`config.mk`:
```
export PLATFORM = sky130hd
export DESIGN_NAME = pointcounter_fsm
export DESIGN_NICKNAME = d
export VERILOG_FILES = /design/src/rtl/pointcounter_fsm.sv
export SDC_FILE = /design/constraint.sdc
export NUM_CORES = 1
export LEC_CHECK = 0
export BUFFER_PORTS_ARGS = -buffer_cell sky130_fd_sc_hd__buf_2
export CAP_MARGIN = 20
export CORE_ASPECT_RATIO = 2
export CORE_MARGIN = 3
export CORE_UTILIZATION = 57
export DETAILED_ROUTE_END_ITERATION = 16
export GPL_TIMING_DRIVEN = 0
export HOLD_SLACK_MARGIN = 0.08
export PLACE_DENSITY = 0.84
export SLEW_MARGIN = 20
export SYNTH_ARGS = -nofsm -noshare
export SYNTH_HDL_FRONTEND = slang
export SYNTH_SLANG_ARGS = --single-unit
```
`constraint.sdc`:
```
create_clock -name clk -period 3.5 [get_ports clk]
set_input_delay 0.175 -clock clk [delete_from_list [all_inputs] [get_ports clk]]
set_output_delay 0.175 -clock clk [all_outputs]
set_load 0.02 [all_outputs]
```
`src/rtl/pointcounter_fsm.sv`:
```
// pointcounter_fsm
//   Game score controller. Keeps one BCD score per player for direct display,
//   mirrors each score in a binary shadow counter for the lead comparison,
//   enforces a lockout (HOLD) after every accepted point and detects the win.
//
// Ports
//   clk        system clock, all logic on the rising edge
//   rst        synchronous active-high reset
//   start      1-cycle pulse, begins (or restarts) a game with zeroed scores
//   clear      1-cycle pulse, abort to IDLE with zeroed scores
//   point      1-cycle pulses, bit i = point for player i
//   score      BCD scores, player i at [i*DIGITS*4 +: DIGITS*4], LS digit lowest
//   state      00 IDLE, 01 PLAY, 10 HOLD, 11 WIN
//   winner     one-hot winning player, 0 unless in WIN
//   point_ack  1-cycle pulse, the cycle after a point was accepted
//   collision  1-cycle pulse, the cycle after >1 point bit was seen in PLAY
//
// Interface semantics: there is no valid/ready backpressure. Every input is a
// single-cycle pulse sampled on one rising edge; an input that is not acted on
// in that cycle is dropped. Precedence on a given edge is rst, clear, start,
// point. Every output is a register.

module pointcounter_fsm #(
  parameter int NUM_PLAYERS = 2,
  parameter int DIGITS      = 2,
  parameter int WIN_SCORE   = 11,
  parameter int WIN_BY_TWO  = 0,
  parameter int HOLD_CYCLES = 4
) (
  input  logic                            clk,
  input  logic                            rst,
  input  logic                            start,
  input  logic                            clear,
  input  logic [NUM_PLAYERS-1:0]          point,
  output logic [NUM_PLAYERS*DIGITS*4-1:0] score,
  output logic [1:0]                      state,
  output logic [NUM_PLAYERS-1:0]          winner,
  output logic                            point_ack,
  output logic                            collision
);

  localparam int SW        = DIGITS * 4;
  localparam int MAX_SCORE = 10**DIGITS - 1;
  localparam int CW        = $clog2(MAX_SCORE + 1);
  localparam int PW        = $clog2(NUM_PLAYERS);
  localparam int HW        = (HOLD_CYCLES > 1) ? $clog2(HOLD_CYCLES) : 1;
  localparam int HOLD_LD_I = (HOLD_CYCLES > 0) ? HOLD_CYCLES - 1 : 0;

  localparam logic [CW-1:0] MAX_BIN = CW'(MAX_SCORE);
  localparam logic [CW-1:0] WIN_BIN = CW'(WIN_SCORE);
  localparam logic [CW:0]   TWO     = (CW+1)'(2);
  localparam logic [HW-1:0] HOLD_LD = HW'(HOLD_LD_I);

  typedef enum logic [1:0] {
    ST_IDLE = 2'b00,
    ST_PLAY = 2'b01,
    ST_HOLD = 2'b10,
    ST_WIN  = 2'b11
  } state_e;

  state_e                            state_q, state_d;
  logic [NUM_PLAYERS*SW-1:0]         score_q, score_d;
  logic [CW-1:0]                     bin_q [NUM_PLAYERS];
  logic [CW-1:0]                     bin_d [NUM_PLAYERS];
  logic [NUM_PLAYERS-1:0]            winner_q, winner_d;
  logic [HW-1:0]                     hold_q, hold_d;
  logic                              ack_q, ack_d;
  logic                              coll_q, coll_d;

  logic                              multi_hit, single_hit;
  logic [PW-1:0]                     p_idx;
  logic [SW-1:0]                     cur_bcd, new_bcd;
  logic [CW-1:0]                     cur_bin, new_bin;
  logic                              lead_ok, win_hit;

  function automatic logic [SW-1:0] bcd_inc(input logic [SW-1:0] v);
    logic [SW-1:0] r;
    logic          carry;
    r     = v;
    carry = 1'b1;
    for (int d = 0; d < DIGITS; d++) begin
      if (carry) begin
        if (v[d*4 +: 4] == 4'd9) begin
          r[d*4 +: 4] = 4'd0;
        end else begin
          r[d*4 +: 4] = v[d*4 +: 4] + 4'd1;
          carry       = 1'b0;
        end
      end
    end
    return r;
  endfunction

  // x & (x-1) clears the lowest set bit: nonzero means two or more bits set.
  assign multi_hit  = (point & (point - 1'b1)) != '0;
  assign single_hit = (point != '0) && !multi_hit;

  always_comb begin
    p_idx = '0;
    for (int i = 0; i < NUM_PLAYERS; i++) begin
      if (point[i]) p_idx = PW'(i);
    end
  end

  // Saturation is decided on the binary shadow so BCD and binary stay in step.
  assign cur_bcd = score_q[p_idx*SW +: SW];
  assign cur_bin = bin_q[p_idx];
  assign new_bcd = (cur_bin == MAX_BIN) ? cur_bcd : bcd_inc(cur_bcd);
  assign new_bin = (cur_bin == MAX_BIN) ? cur_bin : cur_bin + 1'b1;

  // Compare against other players' current scores; only the scorer changes
  // this cycle because a single point bit is required.
  always_comb begin
    lead_ok = 1'b1;
    for (int j = 0; j < NUM_PLAYERS; j++) begin
      if ((PW'(j) != p_idx) && ({1'b0, new_bin} < ({1'b0, bin_q[j]} + TWO))) begin
        lead_ok = 1'b0;
      end
    end
  end

  assign win_hit = (new_bin >= WIN_BIN) &&
                   ((WIN_BY_TWO == 0) || (new_bin == MAX_BIN) || lead_ok);

  always_comb begin
    state_d  = state_q;
    score_d  = score_q;
    bin_d    = bin_q;
    winner_d = winner_q;
    hold_d   = hold_q;
    ack_d    = 1'b0;
    coll_d   = 1'b0;
    if (clear) begin
      state_d  = ST_IDLE;
      score_d  = '0;
      winner_d = '0;
      hold_d   = '0;
      for (int i = 0; i < NUM_PLAYERS; i++) bin_d[i] = '0;
    end else if (start) begin
      state_d  = ST_PLAY;
      score_d  = '0;
      winner_d = '0;
      hold_d   = '0;
      for (int i = 0; i < NUM_PLAYERS; i++) bin_d[i] = '0;
    end else begin
      case (state_q)
        ST_PLAY: begin
          if (multi_hit) begin
            coll_d = 1'b1;
          end else if (single_hit) begin
            ack_d                    = 1'b1;
            score_d[p_idx*SW +: SW]  = new_bcd;
            bin_d[p_idx]             = new_bin;
            if (win_hit) begin
              state_d  = ST_WIN;
              winner_d = point;  // already one-hot
            end else if (HOLD_CYCLES > 0) begin
              state_d = ST_HOLD;
              hold_d  = HOLD_LD;
            end
          end
        end
        // Counter loaded with HOLD_CYCLES-1 on entry, so HOLD lasts exactly
        // HOLD_CYCLES cycles.
        ST_HOLD: begin
          if (hold_q == '0) state_d = ST_PLAY;
          else              hold_d  = hold_q - 1'b1;
        end
        default: ;
      endcase
    end
  end

  always_ff @(posedge clk) begin
    if (rst) begin
      state_q  <= ST_IDLE;
      score_q  <= '0;
      winner_q <= '0;
      hold_q   <= '0;
      ack_q    <= 1'b0;
      coll_q   <= 1'b0;
      for (int i = 0; i < NUM_PLAYERS; i++) bin_q[i] <= '0;
    end else begin
      state_q  <= state_d;
      score_q  <= score_d;
      winner_q <= winner_d;
      hold_q   <= hold_d;
      ack_q    <= ack_d;
      coll_q   <= coll_d;
      bin_q    <= bin_d;
    end
  end

  assign score     = score_q;
  assign state     = state_q;
  assign winner    = winner_q;
  assign point_ack = ack_q;
  assign collision = coll_q;

endmodule

```
==> impl_metrics.ini <==
[outcome]
status = finished, final reports clean

[cts]
clock_sinks = 38
clkTransAtPathRegs_ps = 70
cts_buffer_depth = 2
cts_buffers = 5
clk_latency_ps = 280
cts_tree = yes
cts_root_buffer = clkbuf_8
ctsResizeCount = 0
h-tree-depth = 2
cts_setup_buffers = 0
cts_hold_buf = 0

[timing]
worstMarginPinSlew_ps = 695
timing.fmax_mhz = 323
final_hold_viol_count = 0
setup_violations = 0
maxSlewViolCount = 0
min_period_ps = 3100
fin_worst_skew_ps = 6.51
rsz0062_at_grt = no
slew-limit-headroom_pct = 53.0
setup_tns_ps = 0
post-route-period-util_pct = 88.6

[setup_path]
critical_path_class = in -> reg
slowest_delay_ps = 400
crit_start = point[1]
end_kind = flip-flop
worstPathArrival_ps = 3330
critPathTopFamily = buffers and inverters
worstPathCellList = buf_2, buf_6, buf_4, buf_2, buf_2, mux2_2, ha_1, clkbuf_1, a211oi_1, mux2i_1, a221o_1, nor2_1, o31a_1
critPathMaxFanout = 10
r2r_start = bin_q[0]
cp_num_cells = 13
cp_slowest_cell = a221o_1
r2r_cells = 9
worstSetupStartpointType = input port
path_buf_inv = 6
cp_common_cell = buf_2
worst_ep_required_time_ps = 3730

[synthesis]
synth-async-reset-ratio_pct = 0
syn_area_sq_um = 2110
synth.net_count = 260
synth_seq_cells = 38
postSynthAreaPerCell_sq_um = 8.41
syn_inst = 251
yosys_warnings = 0
synth_edf_count = 0
synthFlopType = dfxtp_1
ys_seq_area_share_pct = 36.0
synth.distinct_cells = 49

[finish]
fill_cells = 303
nets = 294
drive_gt1_share_pct = 17.5
fin_cells = 333
area_growth_pct = 12.9
antenna_cells = 0

[floorplan]
die_x_um = 49.0
dieHeight_um = 92.1
rows = 30
die_area_sq_um = 4510
start_util_pct = 60.5
core_area_sq_um = 3490
io_pins = 28

[detailed_routing]
drt-total-wl_um = 5170
vias_per_cell = 5.86
post_drt_wl_per_cell_um = 15.5
drt_iter0_markers = 45
routed-via-count = 1950
remaining_drc_errors = 0
dr.pass1.iters = 4
ant_nets = 0

[placement]
dp_hpwl_um = 3950
gp_congestion = 0.969
port_buffers = 27
dp_cells = 326

[worst_hold_path]
worstHoldStart = start
min_path_type = in -> reg
holdPathStages = 3

[power]
leakagePower_nw = 0.930
p_per_area_nw_per_um2 = 321
vdd_drop_max_mv = 0.326

[flow_run]
maxCapViolations = 0

[global_route]
grt_max_degree = 11
grt_use_total_pct = 24.5
grt_pass1_vias = 1803
grt_pass1_wl_um = 8600
grt_overflow = 0
antenna_found_initial = 0
synthesized netlist by cell type (all sizes together) (3+ instances only):
| master | n | share of area [%] |
|---|---|---|
| nor2 | 34 | 6.0 |
| nor3 | 4 | 0.95 |
| dfxtp | 38 | 36 |
| buf | 5 | 1.6 |
| xnor2 | 7 | 2.9 |
| nand4 | 4 | 1.2 |
| nand3 | 7 | 1.7 |
| xor2 | 9 | 3.7 |
| mux2i | 15 | 7.1 |
| nand2b | 4 | 1.2 |
| nor4 | 3 | 1.2 |
| mux2 | 8 | 4.4 |
| a21oi | 18 | 4.3 |
| inv | 7 | 1.2 |
| ha | 3 | 1.8 |
| nand2 | 25 | 4.6 |
| or3 | 4 | 1.2 |
| and3 | 3 | 0.89 |
| a211oi | 3 | 1.3 |
| nand3b | 3 | 1.1 |
| clkbuf | 7 | 1.2 |
| o21ai | 15 | 3.6 |
registers in the layout, indices dropped and copies added (netlist names):
name / flops
hold_q: 2
bin_q: 14
point_ack: 1
collision: 1
state: 2
winner: 2
score: 16
cell usage in the layout, fill, tap and decap left out, drive strengths merged, types with 3 or more instances in the layout:
cell / synthesis / layout
a211oi: 3 / 3
a21oi: 18 / 18
and3: 3 / 3
buf: 5 / 32
clkbuf: 7 / 14
dfxtp: 38 / 38
ha: 3 / 3
inv: 7 / 7
mux2: 8 / 8
mux2i: 15 / 15
nand2: 25 / 25
nand2b: 4 / 4
nand3: 7 / 7
nand3b: 3 / 3
nand4: 4 / 4
nor2: 34 / 34
nor3: 4 / 4
nor4: 3 / 3
o21ai: 15 / 15
or3: 4 / 4
xnor2: 7 / 7
xor2: 9 / 9
worst paths after layout:
kind | slack, ps | to
hold / removal | 110 | state[0]
setup / recovery | 400 | hold_q[0]
hold reg to reg | 460 | winner[1]
setup reg to reg | 1050 | hold_q[0]
kinds of logic after synthesis:
logic type | Yosys count | share of synthesized area (%)
compound gates | 50 | 15.2
xor+xnor | 16 | 6.64
fa+ha+maj | 3 | 1.78
buf+inv | 19 | 4.09
flops | 38 | 36.0
mux | 23 | 11.6
simple gates | 102 | 24.7
metrics by stage:
stage               hold WS [ps]  setup slack (ps)  util (%)  area, sq um  power, W
CTS                          107               457      68.2         2380  0.000770
finish                       111               399      68.2         2380  0.000764
detailed placement           403               173      66.1         2310  0.000493
global route                 122               243      68.2         2380  0.000790
floorplan                    277               813         -         2110  0.000477
global placement             396               221      66.1         2310  0.000492
worst reg2reg max path: stages (launching register included):
cell	delay, ps
dfxtp_1	420
mux2i_1	120
inv_1	70
ha_1	190
clkbuf_1	400
nand2_1	170
nand4b_1	220
a221o_1	380
nor2_1	250
o31a_1	170
layout make-up:
type / instances / area, sq um / share of cell area, %
well taps: 48 / 60.1 / 2.52
repair buffers: 27 / 135 / 5.67
plain buffers: 12 / 60.1 / 2.52
clock buffers: 7 / 76.3 / 3.20
multi-input cells: 194 / 1260 / 53.0
inverters: 7 / 26.3 / 1.10
flip-flops and latches: 38 / 761 / 31.9
routing by layer:
layer,GRT usage (%),vias up,part of all wire (%)
met2,46.1,57,55
met3,3.58,15,2.9
li1,-,953,-
met1,24.4,925,38
met4,15.0,0,3.7
met5,0,-,0
report_power, final:
part           total (W)  leakage (nW)  internal (W)  switching (W)
sequential      0.000436         0.306      0.000434     0.00000201
combinational  0.0000477         0.585     0.0000169      0.0000308
clock           0.000280        0.0383      0.000137       0.000143
total           0.000764         0.930      0.000588       0.000176
(Power assumes the default switching activity.)
